File: src/rtl/sdram_port_arbiter.sv
// -----------------------------------------------------------------------------
// sdram_port_arbiter
//
// Shares the single command port of an SDRAM controller between two
// requesters (port 0 and port 1). One requester is chosen per accepted
// command, round-robin by default. A port may hold its grant for a bounded
// run of back-to-back commands by raising its lock input.
//
// Every accepted read records its issuing port in an in-order tag FIFO. Each
// read word returned by the controller is steered to the port at the FIFO
// head. Both the command path and the read-data path are purely
// combinational, so the arbiter adds no latency.
//
// Ports
//   clk_i, rst_ni                  clock, asynchronous active-low reset
//   pN_cmd_ready_o                 port N command accepted this edge if triggered
//   pN_cmd_trigger_i               port N requests a command
//   pN_cmd_write_i                 1 = write, 0 = read
//   pN_cmd_addr_i                  word address
//   pN_cmd_write_data_i            write data
//   pN_lock_i                      keep the grant for the next command
//   pN_cmd_read_data_o             shared controller read-data bus
//   pN_cmd_read_data_valid_o       read word belongs to port N this cycle
//   ctl_cmd_*                      muxed command to / read return from controller
//   err_o                          sticky: read data arrived with no read outstanding
// -----------------------------------------------------------------------------
module sdram_port_arbiter #(
  parameter int unsigned AddrWidth     = 23,
  parameter int unsigned ReadFifoDepth = 8,
  parameter int unsigned LockMax       = 16
) (
  input  logic                 clk_i,
  input  logic                 rst_ni,

  output logic                 p0_cmd_ready_o,
  input  logic                 p0_cmd_trigger_i,
  input  logic                 p0_cmd_write_i,
  input  logic [AddrWidth-1:0] p0_cmd_addr_i,
  input  logic [15:0]          p0_cmd_write_data_i,
  input  logic                 p0_lock_i,
  output logic [15:0]          p0_cmd_read_data_o,
  output logic                 p0_cmd_read_data_valid_o,

  output logic                 p1_cmd_ready_o,
  input  logic                 p1_cmd_trigger_i,
  input  logic                 p1_cmd_write_i,
  input  logic [AddrWidth-1:0] p1_cmd_addr_i,
  input  logic [15:0]          p1_cmd_write_data_i,
  input  logic                 p1_lock_i,
  output logic [15:0]          p1_cmd_read_data_o,
  output logic                 p1_cmd_read_data_valid_o,

  input  logic                 ctl_cmd_ready_i,
  output logic                 ctl_cmd_trigger_o,
  output logic                 ctl_cmd_write_o,
  output logic [AddrWidth-1:0] ctl_cmd_addr_o,
  output logic [15:0]          ctl_cmd_write_data_o,
  input  logic [15:0]          ctl_cmd_read_data_i,
  input  logic                 ctl_cmd_read_data_valid_i,

  output logic                 err_o
);

  localparam int unsigned PtrW  = $clog2(ReadFifoDepth);
  localparam int unsigned CntW  = $clog2(ReadFifoDepth + 1);
  localparam int unsigned LockW = $clog2(LockMax + 1);

  // Registered state
  logic             prio_q, prio_d;
  logic             lock_active_q, lock_active_d;
  logic             lock_owner_q, lock_owner_d;
  logic [LockW-1:0] lock_cnt_q, lock_cnt_d;
  logic [PtrW-1:0]  wr_ptr_q, wr_ptr_d;
  logic [PtrW-1:0]  rd_ptr_q, rd_ptr_d;
  logic [CntW-1:0]  count_q, count_d;
  logic             err_q, err_d;
  logic             tag_mem_q [ReadFifoDepth];

  // Combinational signals
  logic fifo_full, fifo_empty;
  logic elig0, elig1;
  logic sel, sel_elig, sel_write, sel_lock, owner_lock;
  logic accept, push, pop, head;

  assign fifo_full  = (count_q == CntW'(ReadFifoDepth));
  assign fifo_empty = (count_q == '0);

  // Full check uses the registered count: a same-edge pop does not unblock a read.
  assign elig0 = p0_cmd_trigger_i && !(!p0_cmd_write_i && fifo_full);
  assign elig1 = p1_cmd_trigger_i && !(!p1_cmd_write_i && fifo_full);

  always_comb begin
    sel = prio_q;
    if (lock_active_q) begin
      sel = lock_owner_q;
    end else if (elig0 && !elig1) begin
      sel = 1'b0;
    end else if (elig1 && !elig0) begin
      sel = 1'b1;
    end
  end

  assign sel_elig   = sel ? elig1 : elig0;
  assign sel_write  = sel ? p1_cmd_write_i : p0_cmd_write_i;
  assign sel_lock   = sel ? p1_lock_i : p0_lock_i;
  assign owner_lock = lock_owner_q ? p1_lock_i : p0_lock_i;

  // Handshakes are held low while reset is asserted so nothing is offered
  // to either side during reset.
  assign ctl_cmd_trigger_o    = sel_elig && rst_ni;
  assign ctl_cmd_write_o      = sel_write;
  assign ctl_cmd_addr_o       = sel ? p1_cmd_addr_i : p0_cmd_addr_i;
  assign ctl_cmd_write_data_o = sel ? p1_cmd_write_data_i : p0_cmd_write_data_i;

  assign p0_cmd_ready_o = ctl_cmd_ready_i && !sel && elig0 && rst_ni;
  assign p1_cmd_ready_o = ctl_cmd_ready_i &&  sel && elig1 && rst_ni;

  assign accept = ctl_cmd_trigger_o && ctl_cmd_ready_i;
  assign push   = accept && !sel_write;
  assign pop    = ctl_cmd_read_data_valid_i && !fifo_empty && rst_ni;
  assign head   = tag_mem_q[rd_ptr_q];

  assign p0_cmd_read_data_o       = ctl_cmd_read_data_i;
  assign p1_cmd_read_data_o       = ctl_cmd_read_data_i;
  assign p0_cmd_read_data_valid_o = pop && !head;
  assign p1_cmd_read_data_valid_o = pop &&  head;
  assign err_o                    = err_q;

  // Next-state logic
  always_comb begin
    prio_d        = prio_q;
    lock_active_d = lock_active_q;
    lock_owner_d  = lock_owner_q;
    lock_cnt_d    = lock_cnt_q;
    wr_ptr_d      = wr_ptr_q;
    rd_ptr_d      = rd_ptr_q;
    count_d       = count_q;
    err_d         = err_q;

    if (accept) begin
      prio_d = ~sel;
      // lock_cnt counts accepts already made under the current lock run.
      if (sel_lock && ((32'(lock_cnt_q) + 32'd1) < LockMax)) begin
        lock_active_d = 1'b1;
        lock_owner_d  = sel;
        lock_cnt_d    = lock_cnt_q + 1'b1;
      end else begin
        lock_active_d = 1'b0;
        lock_cnt_d    = '0;
      end
    end else if (lock_active_q && !owner_lock) begin
      lock_active_d = 1'b0;
      lock_cnt_d    = '0;
    end

    if (push) begin
      wr_ptr_d = wr_ptr_q + 1'b1;
    end
    if (pop) begin
      rd_ptr_d = rd_ptr_q + 1'b1;
    end
    if (push && !pop) begin
      count_d = count_q + 1'b1;
    end else if (pop && !push) begin
      count_d = count_q - 1'b1;
    end

    if (ctl_cmd_read_data_valid_i && fifo_empty) begin
      err_d = 1'b1;
    end
  end

  always_ff @(posedge clk_i or negedge rst_ni) begin
    if (!rst_ni) begin
      prio_q        <= 1'b0;
      lock_active_q <= 1'b0;
      lock_owner_q  <= 1'b0;
      lock_cnt_q    <= '0;
      wr_ptr_q      <= '0;
      rd_ptr_q      <= '0;
      count_q       <= '0;
      err_q         <= 1'b0;
    end else begin
      prio_q        <= prio_d;
      lock_active_q <= lock_active_d;
      lock_owner_q  <= lock_owner_d;
      lock_cnt_q    <= lock_cnt_d;
      wr_ptr_q      <= wr_ptr_d;
      rd_ptr_q      <= rd_ptr_d;
      count_q       <= count_d;
      err_q         <= err_d;
    end
  end

  // Tag storage needs no reset: entries are only read while count is non-zero.
  always_ff @(posedge clk_i) begin
    if (push) begin
      tag_mem_q[wr_ptr_q] <= sel;
    end
  end

endmodule

File: config.mk
export PLATFORM = sky130hd
export DESIGN_NAME = sdram_port_arbiter
export DESIGN_NICKNAME = d
export VERILOG_FILES = /design/src/rtl/sdram_port_arbiter.sv
export SDC_FILE = /design/constraint.sdc
export NUM_CORES = 1
export LEC_CHECK = 0
export BUFFER_PORTS_ARGS = -buffer_cell sky130_fd_sc_hd__buf_2
export CELL_PAD_IN_SITES_DETAIL_PLACEMENT = 1
export CELL_PAD_IN_SITES_GLOBAL_PLACEMENT = 2
export CORE_ASPECT_RATIO = 1.4
export CORE_MARGIN = 2
export CORE_UTILIZATION = 23
export DETAILED_ROUTE_END_ITERATION = 6
export PLACE_DENSITY = 0.87
export SYNTH_ARGS = -nofsm -noshare
export SYNTH_HDL_FRONTEND = slang
export SYNTH_SLANG_ARGS = --single-unit
File: constraint.sdc
create_clock -name clk_i -period 3.69 [get_ports clk_i]
set_input_delay 0 -clock clk_i [delete_from_list [all_inputs] [get_ports clk_i]]
set_output_delay 0 -clock clk_i [all_outputs]
set_load 0.02 [all_outputs]
== After elaboration in Yosys (flattened, before gate mapping) ==
Memories as Yosys holds them, arrays and structs flattened.
Cells that the tools add are included.
Cells by class
  equality and inequality tests: 1
  bitwise gates (word level): 1
  reduce and logical (&&, ||, !) cells: 41
  multiplexer cells: 19
  add/subtract/negate cells: 6
  order comparisons: 1
Operators with widths (number)
  logical AND 1 bit: 24
  two-way mux 23 bit: 1
  two-way mux 16 bit: 1
  two-way mux 5 bit: 3
  logical NOT 1 bit: 13
  two-way mux 1 bit: 12
  two-way mux 4 bit: 2
  adder 3 x 1 -> 3 bit (second input constant): 2
  adder 5 x 1 -> 6 bit (second input constant): 1
  less-than comparator 6 x 5 -> 1 bit (second input constant): 1
  adder 5 x 1 -> 5 bit (second input constant): 1
  adder 4 x 1 -> 4 bit (second input constant): 1
  == test 4 bit (second input constant): 1
  logical NOT 4 bit: 1
  nonzero test 2 bit: 2
  subtractor 4 x 1 -> 4 bit (second input constant): 1
  AND reduction 2 bit: 1
  NOT 1 bit: 1
Word-level totals
  output and inout port bits: 78
  register bits: 19
  memories kept: 1
  word-level logic and storage cells: 78
  bits in writable memories: 8
Memory list
  tag_mem_q: words 8, bits a word 1, rd ports 1, clocked after Yosys merged registers in 0, wr ports 1, RTL line 77  | logic tag_mem_q [ReadFifoDepth];

== Logic depth before layout (Yosys ltp) ==
Gate-level depths: netlist of the first run.
  word-level depth: 17
  gate-level depth with buffers: 15

== Least setup slack after synthesis of the first run ==
Ideal clock, no wire load.
  path kind: reg2reg
  from: reg count_q[0]
  to: reg count_q[3]
  path buffers: 1
  arrival: 2.881 ns
  slack: 0.684 ns
  cell stages (with the launch flop): 16
  cells stage by stage: dfrtp_1 -> nor4b_1 -> o221ai_1 -> a211o_1 -> and3_2 -> nand2_2 -> buf_6 -> inv_1 -> ha_1 -> inv_1 -> ha_1 -> a21o_1 -> a21oi_1 -> xnor2_1 -> nor2_1 -> xor2_1
On the way
  cells in the longest elaborated chain, start to end: 16
RTL lines
  from (decl): RTL line 75  | logic [CntW-1:0] count_q, count_d;
  from (signal assigned): RTL line 190  | count_q <= count_d;
  == test 4 bit (*): RTL line 85  | assign fifo_full = (count_q == CntW'(ReadFifoDepth));
  logical AND 1 bit: RTL line 89  | assign elig0 = p0_cmd_trigger_i && !(!p0_cmd_write_i && fifo_full);
  logical NOT 1 bit: RTL line 89
  logical AND 1 bit: RTL line 89
  logical NOT 1 bit: RTL line 98  | end else if (elig1 && !elig0) begin
  logical AND 1 bit: RTL line 98
  two-way mux 1 bit: RTL line 98
  two-way mux 1 bit: RTL line 96  | end else if (elig0 && !elig1) begin
  two-way mux 1 bit: RTL line 94  | if (lock_active_q) begin
  two-way mux 1 bit: RTL line 103  | assign sel_elig = sel ? elig1 : elig0;
  logical AND 1 bit: RTL line 110  | assign ctl_cmd_trigger_o = sel_elig && rst_ni;
  logical AND 1 bit: RTL line 118  | assign accept = ctl_cmd_trigger_o && ctl_cmd_ready_i;
  logical AND 1 bit (*): RTL line 119  | assign push = accept && !sel_write;
  named net push: RTL line 83  | logic accept, push, pop, head;
  logical NOT 1 bit: RTL line 164  | end else if (pop && !push) begin
  logical AND 1 bit: RTL line 164
  nonzero test 2 bit (no line)
The timed path passes the listed nets; every way through them passes the cells marked *. The select of a mux whose other input is x is not followed.
A chain may end at the register's enable or synchronous reset.

== Final worst setup path of the first run ==
Same ends and word-level chain as after synthesis.

==> reports/results.txt, run 1 <==
Status = complete, no violations
Sw Pwr = 0.000982 W
Seq pwr share = 24.1%
Min-delay src = ctl_cmd_read_data_i[6]
Final Instance Area = 3090 um^2
Endpoint type of the worst setup path = register
Final Cycle Share = 85.8%
Vias per cell = 4.36
Layout Nets = 432
TritonCTS clock tree = built
Clk sinks = 27
Worst path bufs/invs = 2
Clk root buf = clkbuf_16
Compound-Gate Fraction of Synth Area = 8.66%
Post-synth EDFFs = 8
Flop-to-flop setup slack = 0.52 ns
Cell Int Power = 0.00126 W
Clock network fraction of design power = 11.2%
Fin. Hold Viols = 0
Post-synthesis xor/xnor area fraction = 2.84%
Ant. Diodes = 0
Starting Density = 23.7%
Layout filler cell count = 1257
Worst-path clk slew = 0.07 ns
Most numerous cell in the Yosys netlist = mux2_4
Clock buffer depth = 2
Sequential Area = 716 um^2
Number of antenna-violating nets in the routed design = 0
Worst slew pin tran = 0.480 ns
Net count after synthesis = 330
Horiz. Die Dim = 91.6 um
Critical Path AT = 3.32 ns
Initial DRC Count = 37
CP max FO = 6
WL per Instance = 14.4 um
Register area share after synthesis = 29.0%
Largest area contributor in the netlist = mux2_4
Setup clock skew after layout = 0.00269 ns
Crit path max-delay family = compound AO/OA/AOI/OAI gates
Cts hold-fix bufs = 1
Primary FF master, synth = dfrtp_1
Overflow after GRT = 0
Routed via count = 1996
Layout area overhead = 24.9%
Worst hold path cell count = 0
RSZ-0062 raised after global routing = no
Area occupied by multi-input gates = 1360 um^2
Post-DP HPWL = 5510 um
Pwr/cell area = 726 nW/um^2
Worst hold endpoint = p0_cmd_read_data_o[6]
Clock latency on the worst-skew pair = 0.26 ns
Final worst path period need = 3.17 ns
Max Slew Vio Count = 0
Pleak = 1.51 nW
Largest net degree at the start of global routing = 33
GR Util All Layers = 11.4%
Worst path required time = 3.84 ns
Crit start category = register
Syn Inst Count = 219
Synth async-reset ratio = 70.4%
Largest family of logic cells by synthesized area = multiplexers
Drt first pass iters = 4
Global-route wire length before repair = 10700 um
Worst Reg-to-Reg Cells = 14
Post_cts resized = 0
Synth top area share = 21.9%
Setup_tns = 0 ns
Hold WC Path Type = in -> out
Vias in the first global route = 2135
Area after DPL = 3000 um^2
Max incr delay on CP = 0.46 ns
CP Class = reg -> reg
Reg2Reg Launch Point = count_q[0]$_DFFE_PN0P_
Critical-path cell list = nor4b_1 > o221ai_1 > a211o_1 > and3_2 > nand2_2 > inv_1 > ha_1 > inv_1 > ha_1 > a21o_1 > a21oi_1 > xnor2_1 > nor2_1 > xor2_1
Warnings, synthesis = 0
Synth Area per Inst = 11.3 um^2
Die Y = 127 um
Total wire length = 6580 um
Ports = 182
Netlist Area Pre-Place = 2470 um^2
Count of input and output buffers = 133
Worst Setup SP = count_q[0]$_DFFE_PN0P_
Switching Fraction = 43.8%
Postcts setup bufs = 0
Max-cap violations = 0
Post-Synth Adder-Cell Area = 3.85%
Core ar. = 10400 um^2
Initial antenna violation count = 0
Distinct cells, synth = 49
Post-layout util = 29.7%
Setup Viol. Count Final = 0
GP Congestion = 0.813
FF-to-FF End = count_q[3]$_DFFE_PN0P_
Crit-path slowest cell = dfrtp_1
Num CTS Buffers = 3
Synth area leaders = mux2_4, dfrtp_1, buf_4
H-tree levels = 1
Gate power share = 64.7%
Relative slew slack = 68.0%
VDD IR-drop max = 0.372 mV
DIE AREA = 11600 um^2
Synth top cells by count = mux2_4, buf_4, dfrtp_1
Multiplexer share of the synthesized area = 27.6%
Yosys reg bits = 27
Fmax = 316 MHz
Residual DRC = 0
Num rows = 44
Simple-gate area share of the yosys netlist = 11.9%
Share of layout cells above drive strength 1 = 61.3%
-- per-stage QoR --
step / total power, W / hold slack, ns / instances / worst slack, ns
4_1_cts: 0.00228 / 0.000200 / 458 / 0.482
3_3_place_gp: 0.00198 / 0.000200 / 453 / 0.599
6_report: 0.00224 / 0.00000896 / 458 / 0.524
2_1_floorplan: 0.00179 / -0.296 / 219 / 0.684
5_1_grt: 0.00240 / 0.0000505 / 458 / 0.188
3_5_place_dp: 0.00202 / 0.000200 / 453 / 0.503
-- area by class of cell --
cell class | instances | share of cell area, %
repair buffers | 137 | 23.0
clock inverters | 1 | 0.162
multi-input cells | 139 | 44.0
well taps | 138 | 5.60
clock buffers | 3 | 2.43
inverters | 13 | 1.58
flip-flops and latches | 27 | 23.2
-- cells in the final DEF, fill, tap and decap left out, types with 3 or more instances in the layout --
master / n
buf_2: 133
mux2_4: 36
dfrtp_1: 19
nand2_1: 14
inv_1: 12
edfxtp_1: 8
xnor2_1: 7
mux2_2: 6
ha_1: 6
a31oi_1: 5
a21oi_1: 4
nand3_1: 4
nor4b_2: 4
o21ai_0: 4
o221ai_1: 3
nand4_1: 3
nor2_1: 3
nor3_1: 3
mux2i_1: 3
clkbuf_16: 3
-- sequential cells by signal (all words and copies together), names as in the netlist --
signal / flops
tag_mem_q: 8
lock_cnt_q: 5
count_q: 4
rd_ptr_q: 3
wr_ptr_q: 3
err_o: 1
lock_active_q: 1
lock_owner_q: 1
prio_q: 1
-- layer usage --
| metal | global-route usage, % | vias to the layer above | share of wire [%] |
|---|---|---|---|
| met5 | 0 | - | 0 |
| met4 | 3.74 | 0 | 1.9 |
| met3 | 1.66 | 11 | 5.0 |
| met2 | 21.7 | 62 | 56 |
| met1 | 12.6 | 962 | 37 |
| li1 | - | 961 | - |
-- cell families (layout without fill, tap and decap cells) --
group	after synthesis	in the layout
and+or+nand+nor	47	47
DFF	27	27
buffers and inverters	53	154
adders and majority gates	7	7
muxes	47	47
AOI/OAI and AO/OA	30	30
xor gates and xnor gates	8	8
-- power by group through the flow --
stage / clock network (W) / registers [W] / logic [W]
floorplan: 0 / 0.000504 / 0.00128
global placement: 0 / 0.000538 / 0.00144
detailed placement: 0 / 0.000549 / 0.00147
CTS: 0.000259 / 0.000544 / 0.00147
global route: 0.000274 / 0.000564 / 0.00157
finish: 0.000250 / 0.000540 / 0.00145
-- how the worst max path moves through the flow --
stage,to,cells after the start
floorplan,count_q[3]$_DFFE_PN0P_,15
global placement,count_q[3]$_DFFE_PN0P_,14
detailed placement,count_q[3]$_DFFE_PN0P_,14
CTS,count_q[3]$_DFFE_PN0P_,14
global route,count_q[3]$_DFFE_PN0P_,14
finish,count_q[3]$_DFFE_PN0P_,14
(Power assumes the default switching activity.)
==> run 2, diff against run 1 <==
Settings changed: RECOVER_POWER set to 100.
==> run 2 against run 1 <==
Compared with the run above: sequential share of layout area rose by 0.98 points; core utilization fell by 1.2 points; total power decreased by 5.5%; register-to-register slack worse by 0.02 ns; sequential power fell by 1%; non-clock buffer count did not move; worst hold slack did not move; global-route usage did not move; critical path depth unchanged; largest cell class unchanged; highest routed layer unchanged.
==> reports/results.txt, run 2 (synthesis gave the netlist of run 1 again) <==
Status = complete, no violations (unchanged)
Initial antenna violation count = 0 (unchanged)
Layout Nets = 432 (unchanged)
Setup Viol. Count Final = 0 (unchanged)
Critical Path AT = 3.34 ns (was 3.32 ns)
Share of layout cells above drive strength 1 = 44.4% (was 61.3%)
Final Cycle Share = 86.4% (was 85.8%)
Initial DRC Count = 30 (was 37)
Worst Reg-to-Reg Cells = 14 (unchanged)
Fmax = 314 MHz (was 316 MHz)
Overflow after GRT = 0 (unchanged)
Starting Density = 23.7% (unchanged)
Post_cts resized = 0 (unchanged)
Max FFs per register = 8 (unchanged)
Sequential Area = 716 um^2 (unchanged)
Clock latency on the worst-skew pair = 0.26 ns (about the same)
Die Y = 127 um (unchanged)
Finished Layout Cells = 458 (unchanged)
Worst Setup SP = count_q[0]$_DFFE_PN0P_ (unchanged)
Number of antenna-violating nets in the routed design = 0 (unchanged)
H-tree levels = 1 (unchanged)
Residual DRC = 0 (unchanged)
RSZ-0062 raised after global routing = no (unchanged)
GR Util All Layers = 11.4% (unchanged)
WL per Instance = 14.4 um (about the same)
Commonest cells after routing, fill and taps aside = buf_2, clkbuf_1, mux2_4 (was buf_2, mux2_4, dfrtp_1)
Clock buffer depth = 2 (unchanged)
Horiz. Die Dim = 91.6 um (unchanged)
Placed cells = 453 (unchanged)
Fin. Hold Viols = 0 (unchanged)
Ports = 182 (unchanged)
Post-DP HPWL = 5510 um (unchanged)
Layout area overhead = 19.8% (was 24.9%)
Clk root buf = clkbuf_16 (unchanged)
Worst path bufs/invs = 2 (unchanged)
Vias per cell = 4.34 (was 4.36)
Worst slew pin tran = 0.480 ns (about the same)
Total wire length = 6590 um (was 6580 um)
Critical-path cell list = nor4b_1 > o221ai_1 > a211o_1 > and3_2 > nand2_1 > inv_1 > ha_1 > inv_1 > ha_1 > a21o_1 > a21oi_1 > xnor2_1 > nor2_1 > xor2_1 (was nor4b_1 > o221ai_1 > a211o_1 > and3_2 > nand2_2 > inv_1 > ha_1 > inv_1 > ha_1 > a21o_1 > a21oi_1 > xnor2_1 > nor2_1 > xor2_1)
GP Congestion = 0.813 (unchanged)
Layout filler cell count = 1280 (was 1257)
Setup clock skew after layout = 0.00312 ns (was 0.00269 ns)
Most common cell after layout, fill and taps aside = buf_2 (unchanged)
Postcts setup bufs = 0 (unchanged)
Ant. Diodes = 0 (unchanged)
VDD IR-drop max = 0.360 mV (was 0.372 mV)
Final worst path period need = 3.19 ns (was 3.17 ns)
Endpoint type of the worst setup path = register (unchanged)
Core ar. = 10400 um^2 (unchanged)
Largest net degree at the start of global routing = 33 (unchanged)
Num CTS Buffers = 3 (unchanged)
Top flop regs = tag_mem_q x8, lock_cnt_q x5, count_q x4 (unchanged)
Worst path depth = 14 (unchanged)
Pwr/cell area = 715 nW/um^2 (was 726 nW/um^2)
Vias in the first global route = 2135 (unchanged)
DIE AREA = 11600 um^2 (unchanged)
Max incr delay on CP = 0.45 ns (was 0.46 ns)
Count of input and output buffers = 133 (unchanged)
Worst path required time = 3.84 ns (about the same)
Routed via count = 1990 (was 1996)
Global-route wire length before repair = 10700 um (unchanged)
FF-to-FF End = count_q[3]$_DFFE_PN0P_ (unchanged)
Hold WC Path Type = in -> out (unchanged)
Max-cap violations = 0 (unchanged)
Drt first pass iters = 4 (unchanged)
Crit start category = register (unchanged)
Flop-to-flop setup slack = 0.50 ns (was 0.52 ns)
Crit path max-delay family = compound AO/OA/AOI/OAI gates (unchanged)
Worst-path clk slew = 0.07 ns (about the same)
CP max FO = 6 (unchanged)
Reg2Reg Launch Point = count_q[0]$_DFFE_PN0P_ (unchanged)
CP Class = reg -> reg (unchanged)
Max Slew Vio Count = 0 (unchanged)
TritonCTS clock tree = built (unchanged)
Crit path to = count_q[3]$_DFFE_PN0P_ (unchanged)
Relative slew slack = 68.0% (about the same)
Pleak = 1.36 nW (was 1.51 nW)
Crit-path slowest cell = dfrtp_1 (unchanged)
Setup_tns = 0 ns (unchanged)
Area occupied by multi-input gates = 1280 um^2 (was 1360 um^2)
Reg with most FFs = tag_mem_q (unchanged)
Clk sinks = 27 (unchanged)
Num rows = 44 (unchanged)
==> run 2: cell count changes in the layout (fill, tap and decap cells not counted), moves of 2 or more <==
cell,before,now
and2_0,1,3
and2_1,2,0
buf_2,133,100
clkbuf_1,0,34
mux2_1,0,13
mux2_4,36,23
nor4b_1,1,5
nor4b_2,4,0
==> run 2: final cells by class <==
type / instances / area share, %
Inverter: 13 / 1.65
Timing Repair Buffer: 137 / 22.5
Sequential cell: 27 / 24.2
Tap cell: 138 / 5.83
Clock buffer: 3 / 2.54
Multi-Input combinational cell: 139 / 43.2
Clock inverter: 1 / 0.169
==> run 2: how the worst min path moves through the flow <==
stage	from	endpoint	slack [ns]	cells past startpoint
floorplan	rst_ni	count_q[0]$_DFFE_PN0P_	-0.30	0
global placement	ctl_cmd_read_data_i[2]	p1_cmd_read_data_o[2]	0.0002	0
detailed placement	ctl_cmd_read_data_i[2]	p1_cmd_read_data_o[2]	0.0002	0
CTS	ctl_cmd_read_data_i[2]	p1_cmd_read_data_o[2]	0.0002	0
global route	ctl_cmd_read_data_i[11]	p1_cmd_read_data_o[11]	0.00005	0
finish	ctl_cmd_read_data_i[6]	p0_cmd_read_data_o[6]	0.000009	0
==> run 2: where the power goes <==
group / total, W / internal, W / switching, W
Clock: 0.000250 / 0.000146 / 0.000103
Sequential: 0.000534 / 0.000410 / 0.000124
Combinational: 0.00133 / 0.000600 / 0.000733
Total: 0.00212 / 0.00116 / 0.000960
==> run 2: metal layers <==
metal  share of wire, %  track usage [%]
met3                4.2             1.66
met4                1.9             3.74
met2                 55             21.7
met5                  0                0
met1                 39             12.6
==> run 2: per-stage QoR <==
step	area [um^2]	utilization, %	power [W]	hold slack (ns)	setup slack [ns]
after floorplan	2470	-	0.00179	-0.296	0.684
after global placement	3000	28.8	0.00198	0.000200	0.599
after detailed placement	3000	28.8	0.00202	0.000200	0.503
after CTS	3090	29.7	0.00228	0.000200	0.482
after global routing	2960	28.5	0.00228	0.0000505	0.169
final	2960	28.5	0.00212	0.00000896	0.502
==> run 2: what timing repair did <==
item | CTS | global route
hold endpoints to repair | 19 | 0
setup endpoints to repair | 0 | 0
hold buffers | 1 | 0
==> run 3, diff against run 2 <==
Settings changed: CTS_CLUSTER_SIZE set to 20, PLACE_DENSITY 0.87 to 0.9.
==> run 3 against run 2 <==
Compared with the run above: sequential power is essentially flat; cell area shrank 0.76%; first-iteration DRC count shrank 30%; clock skew grew 0.0054 ns; die area is the same; core utilization shrank 0.22 points; setup slack lost 0.088 ns; clock-buffer cell count is the same; worst hold slack is essentially flat; sequential share of layout area grew 0.19 points; final cell count grew 0.44%; highest routed layer unchanged.
==> reports/results.txt, run 3 (synthesis gave the netlist of run 1 again) <==
Horiz. Die Dim = 91.6 um (unchanged)
Flop-to-flop setup slack = 0.52 ns (was 0.50 ns)
Seq pwr share = 25.6% (was 25.2%)
Post_cts resized = 0 (unchanged)
Gate power share = 62.0% (was 63.0%)
Crit path max-delay family = simple AND/OR/NAND/NOR gates (was compound AO/OA/AOI/OAI gates)
Routed via count = 2028 (was 1990)
Share of layout cells above drive strength 1 = 45.0% (was 44.4%)
Cts hold-fix bufs = 2 (was 1)
Drt first pass iters = 4 (unchanged)
VDD IR-drop max = 0.308 mV (was 0.360 mV)
Reg2Reg Launch Point = count_q[0]$_DFFE_PN0P_ (unchanged)
Worst path depth = 7 (was 14)
Starting Density = 23.7% (unchanged)
Relative slew slack = 68.1% (was 68.0%)
Largest net degree at the start of global routing = 23 (was 33)
TritonCTS clock tree = built (unchanged)
Final worst path period need = 3.28 ns (was 3.19 ns)
Final Cycle Share = 88.8% (was 86.4%)
WL per Instance = 14.6 um (was 14.4 um)
Status = complete, no violations (unchanged)
Grt met1 use = 12.5% (was 12.6%)
Critical-path cell list = or4b_1 > o21ai_4 > and2_0 > o21a_2 > clkbuf_2 > mux2_1 > buf_2 (was nor4b_1 > o221ai_1 > a211o_1 > and3_2 > nand2_1 > inv_1 > ha_1 > inv_1 > ha_1 > a21o_1 > a21oi_1 > xnor2_1 > nor2_1 > xor2_1)
Count of input and output buffers = 133 (unchanged)
Sw Pwr = 0.000971 W (was 0.000960 W)
Setup_tns = 0 ns (unchanged)
Crit path to = ctl_cmd_addr_o[0] (was count_q[3]$_DFFE_PN0P_)
GR Util met2 = 22.0% (was 21.7%)
Vias in the first global route = 2295 (was 2135)
Post-DP HPWL = 5560 um (was 5510 um)
Initial DRC Count = 21 (was 30)
Worst path required time = 3.69 ns (was 3.84 ns)
Clk root buf = clkbuf_16 (unchanged)
Layout Nets = 434 (was 432)
Num CTS Buffers = 3 (unchanged)
Number of antenna-violating nets in the routed design = 0 (unchanged)
Setup Viol. Count Final = 0 (unchanged)
Setup Slack @ Placement = 0.524 ns (was 0.503 ns)
Most common cell after layout, fill and taps aside = buf_2 (unchanged)
Fmax = 305 MHz (was 314 MHz)
Initial antenna violation count = 0 (unchanged)
FF-to-FF End = count_q[3]$_DFFE_PN0P_ (unchanged)
Residual DRC = 0 (unchanged)
H-tree levels = 1 (unchanged)
Total wire length = 6690 um (was 6590 um)
Worst path bufs/invs = 2 (unchanged)
Commonest cells after routing, fill and taps aside = buf_2, mux2_1, clkbuf_1 (was buf_2, clkbuf_1, mux2_4)
Max Slew Vio Count = 0 (unchanged)
Clk sinks = 27 (unchanged)
Pwr/cell area = 709 nW/um^2 (was 715 nW/um^2)
Fin. Hold Viols = 0 (unchanged)
Endpoint type of the worst setup path = primary output (was register)
Global-route wire length before repair = 10900 um (was 10700 um)
Core ar. = 10400 um^2 (unchanged)
Ports = 182 (unchanged)
Cell Int Power = 0.00111 W (was 0.00116 W)
Worst Reg-to-Reg Cells = 14 (unchanged)
Switching Fraction = 46.6% (was 45.4%)
Clock latency on the worst-skew pair = 0.27 ns (was 0.26 ns)
Clock network fraction of design power = 12.4% (was 11.8%)
Ant. Diodes = 0 (unchanged)
Max-cap violations = 0 (unchanged)
Hold WS = 0.0000128 ns (was 0.00000896 ns)
Die Y = 127 um (unchanged)
PnR worst setup slack = 0.414 ns (was 0.502 ns)
Layout area overhead = 18.9% (was 19.8%)
DIE AREA = 11600 um^2 (unchanged)
GRT met3 Usage = 2.08% (was 1.66%)
CP Class = reg -> out (was reg -> reg)
Max incr delay on CP = 0.66 ns (was 0.45 ns)
Crit-path slowest cell = or4b_1 (was dfrtp_1)
GR peak layer = met2 (unchanged)
Hold WC Path Type = in -> out (unchanged)
Worst slew pin tran = 0.478 ns (was 0.480 ns)
Crit start category = register (unchanged)
Setup clock skew after layout = 0.00855 ns (was 0.00312 ns)
Vias per cell = 4.41 (was 4.34)
Num rows = 44 (unchanged)
Clock buffer depth = 2 (unchanged)
GP Congestion = 0.837 (was 0.813)
Reg with most FFs = tag_mem_q (unchanged)
RSZ-0062 raised after global routing = no (unchanged)
Worst-path clk slew = 0.07 ns (about the same)
Overflow after GRT = 0 (unchanged)
Postcts setup bufs = 0 (unchanged)
CP max FO = 18 (was 6)
Max FFs per register = 8 (unchanged)
Critical Path AT = 3.28 ns (was 3.34 ns)
Pleak = 1.35 nW (was 1.36 nW)
Top flop regs = tag_mem_q x8, lock_cnt_q x5, count_q x4 (unchanged)
GR Util All Layers = 11.5% (was 11.4%)
Worst Setup SP = count_q[0]$_DFFE_PN0P_ (unchanged)
run 3: layer usage:
metal | vias to the layer above | share of wire (%)
met5 | - | 0
met4 | 0 | 1.8
met3 | 12 | 4.8
met2 | 58 | 54
met1 | 994 | 39
li1 | 964 | -
run 3: worst min-delay path by stage:
stage,endpoint,slack [ns],startpoint,cells past startpoint
2_1_floorplan,count_q[0]$_DFFE_PN0P_,-0.30,rst_ni,0
3_3_place_gp,p0_cmd_read_data_o[10],0.0002,ctl_cmd_read_data_i[10],0
3_5_place_dp,p0_cmd_read_data_o[10],0.0002,ctl_cmd_read_data_i[10],0
4_1_cts,p0_cmd_read_data_o[10],0.0002,ctl_cmd_read_data_i[10],0
5_1_grt,p1_cmd_read_data_o[12],0.00005,ctl_cmd_read_data_i[12],0
6_report,p1_cmd_read_data_o[15],0.00001,ctl_cmd_read_data_i[15],0
run 3: power groups by stage:
stage / Sequential [W] / Combinational [W] / Clock, W
3_3_place_gp: 0.000536 / 0.00144 / 0
5_1_grt: 0.000553 / 0.00141 / 0.000274
4_1_cts: 0.000541 / 0.00149 / 0.000265
2_1_floorplan: 0.000504 / 0.00128 / 0
3_5_place_dp: 0.000545 / 0.00148 / 0
6_report: 0.000534 / 0.00129 / 0.000258
run 3: worst reg2reg max path, delay by kind of cell (launching register included):
family          cells  cell delay (ns)
xor+xnor            2             0.27
flops               1             0.46
fa+ha+maj           2             0.47
simple gates        5             1.14
buf+inv             2             0.17
compound gates      3             0.56
run 3: metrics by stage:
stage,utilization [%],total power (W),cell area (um^2),std cells
3_5_place_dp,28.7,0.00202,2990,454
6_report,28.2,0.00208,2940,460
2_1_floorplan,-,0.00179,2470,219
4_1_cts,29.7,0.00229,3090,460
5_1_grt,28.2,0.00223,2940,460
3_3_place_gp,28.7,0.00197,2990,454
run 3: layout make-up:
class                   instances  area [um^2]
repair buffers                139          686
clock buffers                   3         75.1
inverters                      13         48.8
well taps                     138          173
clock inverters                 1         7.51
multi-input cells             139         1230
flip-flops and latches         27          716
fillers                      1257         7470
